### config.mk
export PLATFORM = sky130hd
export DESIGN_NAME = multi_cycle_controller
export DESIGN_NICKNAME = d
export VERILOG_FILES = /design/src/rtl/multi_cycle_controller.sv
export SDC_FILE = /design/constraint.sdc
export NUM_CORES = 1
export LEC_CHECK = 0
export BUFFER_PORTS_ARGS = -buffer_cell sky130_fd_sc_hd__buf_4
export CORE_UTILIZATION = 49
export DETAILED_ROUTE_END_ITERATION = 10
export PLACE_DENSITY = 0.88
export SYNTH_ARGS = -nofsm -noshare
export SYNTH_HDL_FRONTEND = slang
export SYNTH_SLANG_ARGS = --single-unit
### constraint.sdc
create_clock -name clk -period 3.1 [get_ports clk]
set_input_delay 0.62 -clock clk [delete_from_list [all_inputs] [get_ports clk]]
set_output_delay 0.62 -clock clk [all_outputs]
set_load 0.01 [all_outputs]
### src/rtl/multi_cycle_controller.sv
// ============================================================================
// Module   : multi_cycle_controller
// Brief    : Sequencing FSM for a multi-cycle MIPS datapath (fetch..write-back).
// Revision : 1.0 - initial release
// ============================================================================
`default_nettype none

module multi_cycle_controller #(
    parameter int WIDTH_OP = 6
) (
    input  logic                clk,
    input  logic                rstN,
    input  logic [WIDTH_OP-1:0] opcode,
    input  logic                aluZero,
    input  logic                memReady,
    output logic                pcWrite,
    output logic [1:0]          pcSrc,
    output logic                irWrite,
    output logic                memRead,
    output logic                memWrite,
    output logic                memAddrSel,
    output logic                aluSrcA,
    output logic [1:0]          aluSrcB,
    output logic [1:0]          aluOp,
    output logic                regWrite,
    output logic [1:0]          regDst,
    output logic [1:0]          wbSel,
    output logic                instRetire,
    output logic                halted,
    output logic [3:0]          state
);

    localparam logic [WIDTH_OP-1:0] OP_RTYPE = WIDTH_OP'(8'h00);
    localparam logic [WIDTH_OP-1:0] OP_J     = WIDTH_OP'(8'h02);
    localparam logic [WIDTH_OP-1:0] OP_JAL   = WIDTH_OP'(8'h03);
    localparam logic [WIDTH_OP-1:0] OP_BEQ   = WIDTH_OP'(8'h04);
    localparam logic [WIDTH_OP-1:0] OP_ADDI  = WIDTH_OP'(8'h08);
    localparam logic [WIDTH_OP-1:0] OP_LW    = WIDTH_OP'(8'h23);
    localparam logic [WIDTH_OP-1:0] OP_SW    = WIDTH_OP'(8'h2B);

    typedef enum logic [3:0] {
        FETCH  = 4'd0,
        DECODE = 4'd1,
        EXEC   = 4'd2,
        MEM_RD = 4'd3,
        MEM_WR = 4'd4,
        WB_ALU = 4'd5,
        WB_MEM = 4'd6,
        BRANCH = 4'd7,
        JUMP   = 4'd8,
        HALT   = 4'd9
    } state_t;

    state_t              cur_state;
    logic [WIDTH_OP-1:0] op_q;

    // Opcode is captured while leaving DECODE so later IR changes are ignored.
    always_ff @(posedge clk or negedge rstN) begin
        if (!rstN) begin
            cur_state <= FETCH;
            op_q      <= '0;
        end else begin
            case (cur_state)
                FETCH:  if (memReady) cur_state <= DECODE;
                DECODE: begin
                    op_q <= opcode;
                    if (opcode == OP_RTYPE || opcode == OP_ADDI ||
                        opcode == OP_LW    || opcode == OP_SW)
                        cur_state <= EXEC;
                    else if (opcode == OP_BEQ)
                        cur_state <= BRANCH;
                    else if (opcode == OP_J || opcode == OP_JAL)
                        cur_state <= JUMP;
                    else
                        cur_state <= HALT;
                end
                EXEC: begin
                    if (op_q == OP_RTYPE || op_q == OP_ADDI) cur_state <= WB_ALU;
                    else if (op_q == OP_LW)                  cur_state <= MEM_RD;
                    else                                     cur_state <= MEM_WR;
                end
                MEM_RD: if (memReady) cur_state <= WB_MEM;
                MEM_WR: if (memReady) cur_state <= FETCH;
                WB_ALU, WB_MEM, BRANCH, JUMP: cur_state <= FETCH;
                HALT:    cur_state <= HALT;
                default: cur_state <= HALT;
            endcase
        end
    end

    always_comb begin
        pcWrite    = 1'b0;
        pcSrc      = 2'd0;
        irWrite    = 1'b0;
        memRead    = 1'b0;
        memWrite   = 1'b0;
        memAddrSel = 1'b0;
        aluSrcA    = 1'b0;
        aluSrcB    = 2'd0;
        aluOp      = 2'd0;
        regWrite   = 1'b0;
        regDst     = 2'd0;
        wbSel      = 2'd0;
        instRetire = 1'b0;
        halted     = 1'b0;
        case (cur_state)
            FETCH: begin
                memRead = 1'b1;
                aluSrcB = 2'd1;
                // Gated by rstN so no load strobe escapes while held in reset.
                irWrite = memReady & rstN;
                pcWrite = memReady & rstN;
            end
            DECODE: aluSrcB = 2'd3;
            EXEC: begin
                aluSrcA = 1'b1;
                if (op_q == OP_RTYPE) begin
                    aluSrcB = 2'd0;
                    aluOp   = 2'd2;
                end else begin
                    aluSrcB = 2'd2;
                end
            end
            MEM_RD: begin
                memRead    = 1'b1;
                memAddrSel = 1'b1;
            end
            MEM_WR: begin
                memWrite   = 1'b1;
                memAddrSel = 1'b1;
                instRetire = memReady;
            end
            WB_ALU: begin
                regWrite   = 1'b1;
                regDst     = (op_q == OP_RTYPE) ? 2'd1 : 2'd0;
                instRetire = 1'b1;
            end
            WB_MEM: begin
                regWrite   = 1'b1;
                wbSel      = 2'd1;
                instRetire = 1'b1;
            end
            BRANCH: begin
                aluSrcA    = 1'b1;
                aluOp      = 2'd1;
                pcSrc      = 2'd1;
                pcWrite    = aluZero;
                instRetire = 1'b1;
            end
            JUMP: begin
                pcWrite    = 1'b1;
                pcSrc      = 2'd2;
                instRetire = 1'b1;
                if (op_q == OP_JAL) begin
                    regWrite = 1'b1;
                    regDst   = 2'd2;
                    wbSel    = 2'd2;
                end
            end
            HALT:    halted = 1'b1;
            default: halted = 1'b1;
        endcase
    end

    assign state = cur_state;

endmodule

`default_nettype wire

==> qor.txt, run 1 <==
Outcome: finished clean
Core region area: 1380 um^2
Setup TNS: 0 ps
Die width: 41.6 um
Gpl congestion: 0.881
Final hold violation count: 0
Pre-CTS WS: 990 ps
PD cells: 256 nW/um^2
Number of distinct library cells after synthesis: 34
Critical R2R Capture: op_q[0]
DR pass1 iterations: 4
Largest net degree at the start of global routing: 14
Post-CTS setup repair buffer count: 0
Max-slew violations: 0
Final nets: 134
Clock edge transition at the registers on the reported setup and hold paths: 60 ps
Top cells by area, synth: dfrtp_1, mux2_2, nor2_1
Syn_area_per_cell: 8.34 um^2
Die ar.: 1730 um^2
H-tree lvl count: 1
Slew headroom: 0.742
Min setup slack post-route: 700 ps
Share of layout cells above drive strength 1: 0.390
YS warnings: 0
Overall power: 263 uW
R2r worst-path depth: 3
Post-route cell area: 1030 um^2
Synth Instances: 92
Top cell type by total area after synthesis: dfrtp_1
Area growth syn-to-layout: 34.3%
Worst slew pin tran: 387 ps
Hold-fix buffers, CTS: 0
TritonCTS clock tree: yes
Req. time, crit path: 2480 ps
Net Count, Synth: 102
Commonest non-fill, non-tap cell in the layout: buf_4
All-layer global routing usage: 0.238
Crit path max-delay cell type: dfrtp_1
Slowest cell delay on critical path: 570 ps
Commonest non-fill, non-tap cells in the layout: buf_4, nor2_1, dfrtp_1
Vias: 797
Post-route clock skew: 1.71 ps
Post-synth top area share: 0.326
Initial Util: 0.555
Hold WS: 178 ps
Antenna diodes: 0
GRT overflow: 0
Max-cap viol count: 0
Worst IR Drop VDD: 294 uV
Skew-Pair Late Insertion Delay: 260 ps
Io pins: 33
Maximum clock rate: 0.417 GHz
Crit path DAT: 1780 ps
Reg2reg start: state[2]
Longest Clk Path Bufs: 2
Endpoints failing setup: 0
Crit path launch type: flop
DRC Markers: 0
Std cell rows: 13
CTS Sinks: 10
First-pass GRT wire length: 3300 um
Drt total wl: 1870 um
Final period util: 0.774
Post-DP HPWL: 1480 um
Die height: 41.6 um
Routed len/inst: 13.5 um
Vias in the first global route: 765
Via density: 5.78
Placed Instance Area: 993 um^2
Total CTS buffers: 3
First DRT Iteration DRCs: 18
PostCTS Resize Cnt: 0
Shortest period the worst path allows: 2400 ps
RSZ-0062 raised after global routing: false
Mapped Area: 767 um^2
Initial antenna violation count: 0
Worst-path fanout max: 13
Yosys reg bits: 10
Critical path class: flop to primary output
Routed Antenna Nets: 0
Reg-to-reg slack, setup: 1400 ps
Worst Hold Class: primary input to asynchronous set/reset pin
Setup crit end kind: primary output
Root Buffer: clkbuf_4
Port bufs: 32
Worst path cell trace: or2_1, nor2_1, a211o_1, buf_4
Register area share after synthesis: 0.326
Pleak: 0.495 nW
-- power breakdown --
| part | switching, mW | internal (mW) | total (mW) |
|---|---|---|---|
| Sequential | 0 | 0.130 | 0.130 |
| Combinational | 0.00909 | 0.00924 | 0.0183 |
| Clock | 0.0431 | 0.0713 | 0.114 |
| Total | 0.0522 | 0.211 | 0.263 |
-- sequential cells by signal (all words and copies together) (netlist names) --
name,cells
state,4
op_q,6
-- Yosys cell counts --
library cell,number
clkbuf_1,1
nand3b_1,1
mux2_2,6
o21ai_0,3
a31oi_1,1
buf_4,1
or3_1,5
nand2b_1,4
inv_2,1
nor4_1,3
a21oi_1,5
dfrtp_1,10
a211o_1,1
nor3_2,1
a32oi_1,1
nor2_1,10
a211oi_1,1
nand4b_1,1
nand3_1,4
a21o_1,3
nor2_4,1
o31ai_1,3
or2_2,1
nor3b_2,1
nor3_1,4
or2_1,1
nor2b_1,1
buf_6,1
inv_1,3
a221oi_2,1
xor2_1,1
nand2_1,8
or4b_1,1
buf_2,2
-- worst max path at each step --
stage              from      end  slack (ps)  depth (start not counted)
2_1_floorplan  state[1]  pcWrite        1170                          4
3_3_place_gp   state[2]  pcWrite        1020                          4
3_5_place_dp   state[2]  pcWrite         990                          4
4_1_cts        state[2]  pcWrite         690                          4
5_1_grt        state[2]  pcWrite         570                          4
6_report       state[2]  pcWrite         700                          4
-- layout make-up --
type                    instances  area (um^2)
repair buffers                 32          240
well taps                      15         18.8
flip-flops and latches         10          250
clock buffers                   4         36.3
multi-input cells              73          469
fillers                       116          353
inverters                       4         15.0
-- routing by layer --
metal | global-route usage | up-vias | routed length [um]
met5 | 0 | - | 0
met4 | 0.0774 | 0 | 14
met3 | 0.0435 | 4 | 91
met2 | 0.375 | 27 | 857
met1 | 0.329 | 365 | 905
li1 | - | 401 | -
-- metrics by stage --
stage                     utilization  cells
final                           0.745    138
after floorplan                     -     92
after detailed placement        0.719    134
after global placement          0.719    134
after CTS                       0.745    138
after global routing            0.745    138
-- kinds of logic after synthesis --
| family | Yosys count | synth area share |
|---|---|---|
| buffers and inverters | 9 | 0.0620 |
| AO/OA/AOI/OAI | 19 | 0.171 |
| multiplexers | 6 | 0.0881 |
| flip-flops | 10 | 0.326 |
| AND/OR/NAND/NOR | 47 | 0.341 |
| XOR/XNOR | 1 | 0.0114 |
-- worst max-delay path: cells and delay by family, from the launching register on --
kind | cells | cell delay (ps)
simple gates | 2 | 530
buf+inv | 1 | 140
compound gates | 1 | 280
flops | 1 | 570
(Power assumes the default switching activity.)
==> run 2, diff against run 1 <==
- ABC_AREA: not set -> 1
- CORE_UTILIZATION: 49 -> 41
- PLACE_DENSITY: 0.88 -> 0.8
- clock period: 3.1 -> 2.05 ns (I/O delays scaled with it)
==> run 2 against run 1 <==
Effect of this change: total power grew to 4.9 times the previous value; setup slack worse by 580 ps; critical endpoint is now instRetire; highest routed layer unchanged; die area is 14% higher; non-clock buffer count is 2 higher; register-to-register slack worse by 870 ps; sequential power grew to 2.8 times the previous value; cell count is 29% higher; combinational power grew to 40 times the previous value; flip-flop and latch count stayed put; count of clock-buffer cells in the layout stayed put.
==> qor.txt, run 2 <==
Outcome: finished clean
TritonCTS clock tree: yes
Initial antenna violation count: 0 (unchanged)
Drt total wl: 1970 um (+5.2%)
Hold WS: 365 ps (+187 ps)
Root Buffer: clkbuf_4
Routed len/inst: 11.0 um (-18%)
Post-route clock skew: 1.76 ps (+0.0546 ps)
All-layer global routing usage: 0.238 (+0.000435)
R2r worst-path depth: 9 (+6)
Endpoints failing setup: 0 (unchanged)
Synth Instances: 117 (+27%)
Placed Cells: 173 (+29%)
CP bufs+invs: 3 (+2)
Syn_area_per_cell: 6.30 um^2 (-24%)
Post-synth top area share: 0.340 (+0.0133)
Pre-CTS WS: 357 ps (-633 ps)
Hold Path Origin: opcode[5]
Crit path launch type: flop
Most common cell in the netlist: nand2_1
Pleak: 0.622 nW (+26%)
Critical R2R Capture: state[0]
CTS Sinks: 10 (unchanged)
Crit path max-delay cell type: dfrtp_1
Top cells by area, synth: dfrtp_1, nand2_1, inv_1
H-tree lvl count: 1 (unchanged)
Share of synthesized registers carrying an async set or reset: 1.00 (unchanged)
First-pass GRT wire length: 3430 um (+4.0%)
Longest Clk Path Bufs: 2 (unchanged)
Worst Hold Class: primary input to flop
Net Count, Synth: 127 (+25%)
PD cells: 1200 nW/um^2 (+370%)
Routed Antenna Nets: 0 (unchanged)
Yosys reg bits: 10 (unchanged)
Clock edge transition at the registers on the reported setup and hold paths: 70 ps (about the same)
First DRT Iteration DRCs: 18 (unchanged)
Most used DFF post-synth: dfrtp_1
Maximum clock rate: 0.518 GHz
Via density: 5.01 (-13%)
Critical path class: flop to primary output
Post-Layout Cell Count: 178 (+29%)
Min setup slack post-route: 120 ps (-580 ps)
Number of flip-flops under the largest register name: 6 (unchanged)
Hold Path Sink: op_q[5]
RSZ-0062 raised after global routing: false
Final period util: 0.941
Port bufs: 32 (unchanged)
DR pass1 iterations: 4 (unchanged)
Final hold violation count: 0 (unchanged)
Slowest cell delay on critical path: 440 ps (-130 ps)
Antenna diodes: 0 (unchanged)
Worst path cell trace: inv_2, nand2_2, inv_1, o21ai_0, o2111ai_1, buf_4
Worst IR Drop VDD: 711 uV (+140%)
Worst hold path depth: 3
Slew headroom: 0.810 (+0.0682)
Worst slew pin tran: 281 ps (-105 ps)
Shortest period the worst path allows: 1930 ps
Reg2reg start: state[0]
Max-slew violations: 0 (unchanged)
Vias: 892 (+12%)
GRT overflow: 0 (unchanged)
M1 GR Usage: 0.330 (+0.00123)
CP top delay family: flip-flops
Post-CTS setup repair buffer count: 0 (unchanged)
Worst-path fanout max: 4 (-9)
Synth top cells by count: nand2_1, inv_1, nor2_1, dfrtp_1, nand3_1
Skew-Pair Late Insertion Delay: 270 ps (about the same)
Area growth syn-to-layout: 44.7%
Initial Util: 0.462 (-0.0924)
Gpl congestion: 0.894 (+1.5%)
Mapped Area: 737 um^2 (-3.9%)
Die width: 44.4 um (+6.8%)
YS warnings: 0 (unchanged)
Vias in the first global route: 801 (+4.7%)
Met2 GRT Util: 0.382 (+0.00735)
Final nets: 165 (+23%)
Setup crit end kind: primary output
Core region area: 1590 um^2 (+15%)
Die ar.: 1970 um^2 (+14%)
Die height: 44.4 um (+6.8%)
Setup TNS: 0 ps (unchanged)
Std cell rows: 14 (+1)
Number of distinct library cells after synthesis: 20 (-41%)
Share of layout cells above drive strength 1: 0.305 (-0.0850)
Top reg by flops: op_q
DRC Markers: 0 (unchanged)
Post-synth EDFFs: 0 (unchanged)
Crit path DAT: 1520 ps (-260 ps)
Overall power: 1.28 mW (+390%)
Top cell type by total area after synthesis: dfrtp_1
Io pins: 33 (unchanged)
GR peak layer: met2
Commonest non-fill, non-tap cell in the layout: nand2_1
Commonest non-fill, non-tap cells in the layout: nand2_1, buf_4, inv_1
Req. time, crit path: 1640 ps (-840 ps)
Max-cap viol count: 0 (unchanged)
Reg-to-reg slack, setup: 530 ps (-870 ps)
Total CTS buffers: 3 (unchanged)
Post-DP HPWL: 1620 um (+9.5%)
Largest net degree at the start of global routing: 12 (-2)
Met3 usage in global routing: 0.0245 (-0.0190)
Register area share after synthesis: 0.340 (+0.0133)
-- run 2: cell types whose count changed in the layout (fill, tap and decap cells not counted), sizes merged, moves of 3 or more --
cell	change
a21o	-3
a21oi	-4
inv	+17
mux2	-6
nand2	+30
nand2b	-4
nand3	+5
nand4	+5
nor2	+8
nor3	-3
or3	-5
-- run 2: cells by family (layout without fill, tap and decap cells) --
logic type,Yosys count,count (layout),share of synthesized area
and+or+nand+nor,74,74,0.453
buffers and inverters,22,59,0.114
AOI/OAI and AO/OA,11,11,0.0934
DFF,10,10,0.340
-- run 2: how the worst max path moves through the flow --
stage / endpoint / cells past startpoint / start
6_report: instRetire / 6 / state[0]
5_1_grt: regWrite / 4 / state[1]
4_1_cts: regWrite / 4 / state[1]
3_5_place_dp: regWrite / 4 / state[1]
3_3_place_gp: instRetire / 7 / state[2]
2_1_floorplan: instRetire / 6 / state[2]
-- run 2: worst min-delay path, cell delays in order --
cell	delay, ps
buf_4	90
nand2_1	40
o21ai_0	50
-- run 2: cell type report --
| cell class | count | area (um^2) |
|---|---|---|
| Clock buffer | 4 | 36.3 |
| Fill cell | 149 | 528 |
| Inverter | 21 | 78.8 |
| Multi-Input combinational cell | 85 | 413 |
| Sequential cell | 10 | 250 |
| Tap cell | 24 | 30.0 |
| Timing Repair Buffer | 34 | 258 |
-- run 2: per-stage QoR --
stage	cell area, um^2	util
4_1_cts	1060	0.662
5_1_grt	1070	0.669
3_5_place_dp	1010	0.633
6_report	1070	0.669
3_3_place_gp	1010	0.633
2_1_floorplan	737	-
-- run 2: power by group --
part	leakage (nW)	switching, mW	total, mW	internal, mW
clock network	0.0210	0.0712	0.179	0.108
registers	0.124	0.0878	0.370	0.283
logic	0.477	0.430	0.727	0.298
total	0.622	0.589	1.28	0.688
-- run 2: routing by layer --
layer / share of wire / routed length (um)
met3: 0.061 / 119
met2: 0.47 / 932
met5: 0 / 0
met1: 0.45 / 890
met4: 0.011 / 22
-- run 2: repair_timing --
item	CTS	global route
gates resized for setup	0	3
setup endpoints to repair	0	5
hold buffers	1	0
endpoints found under the hold margin	10	0
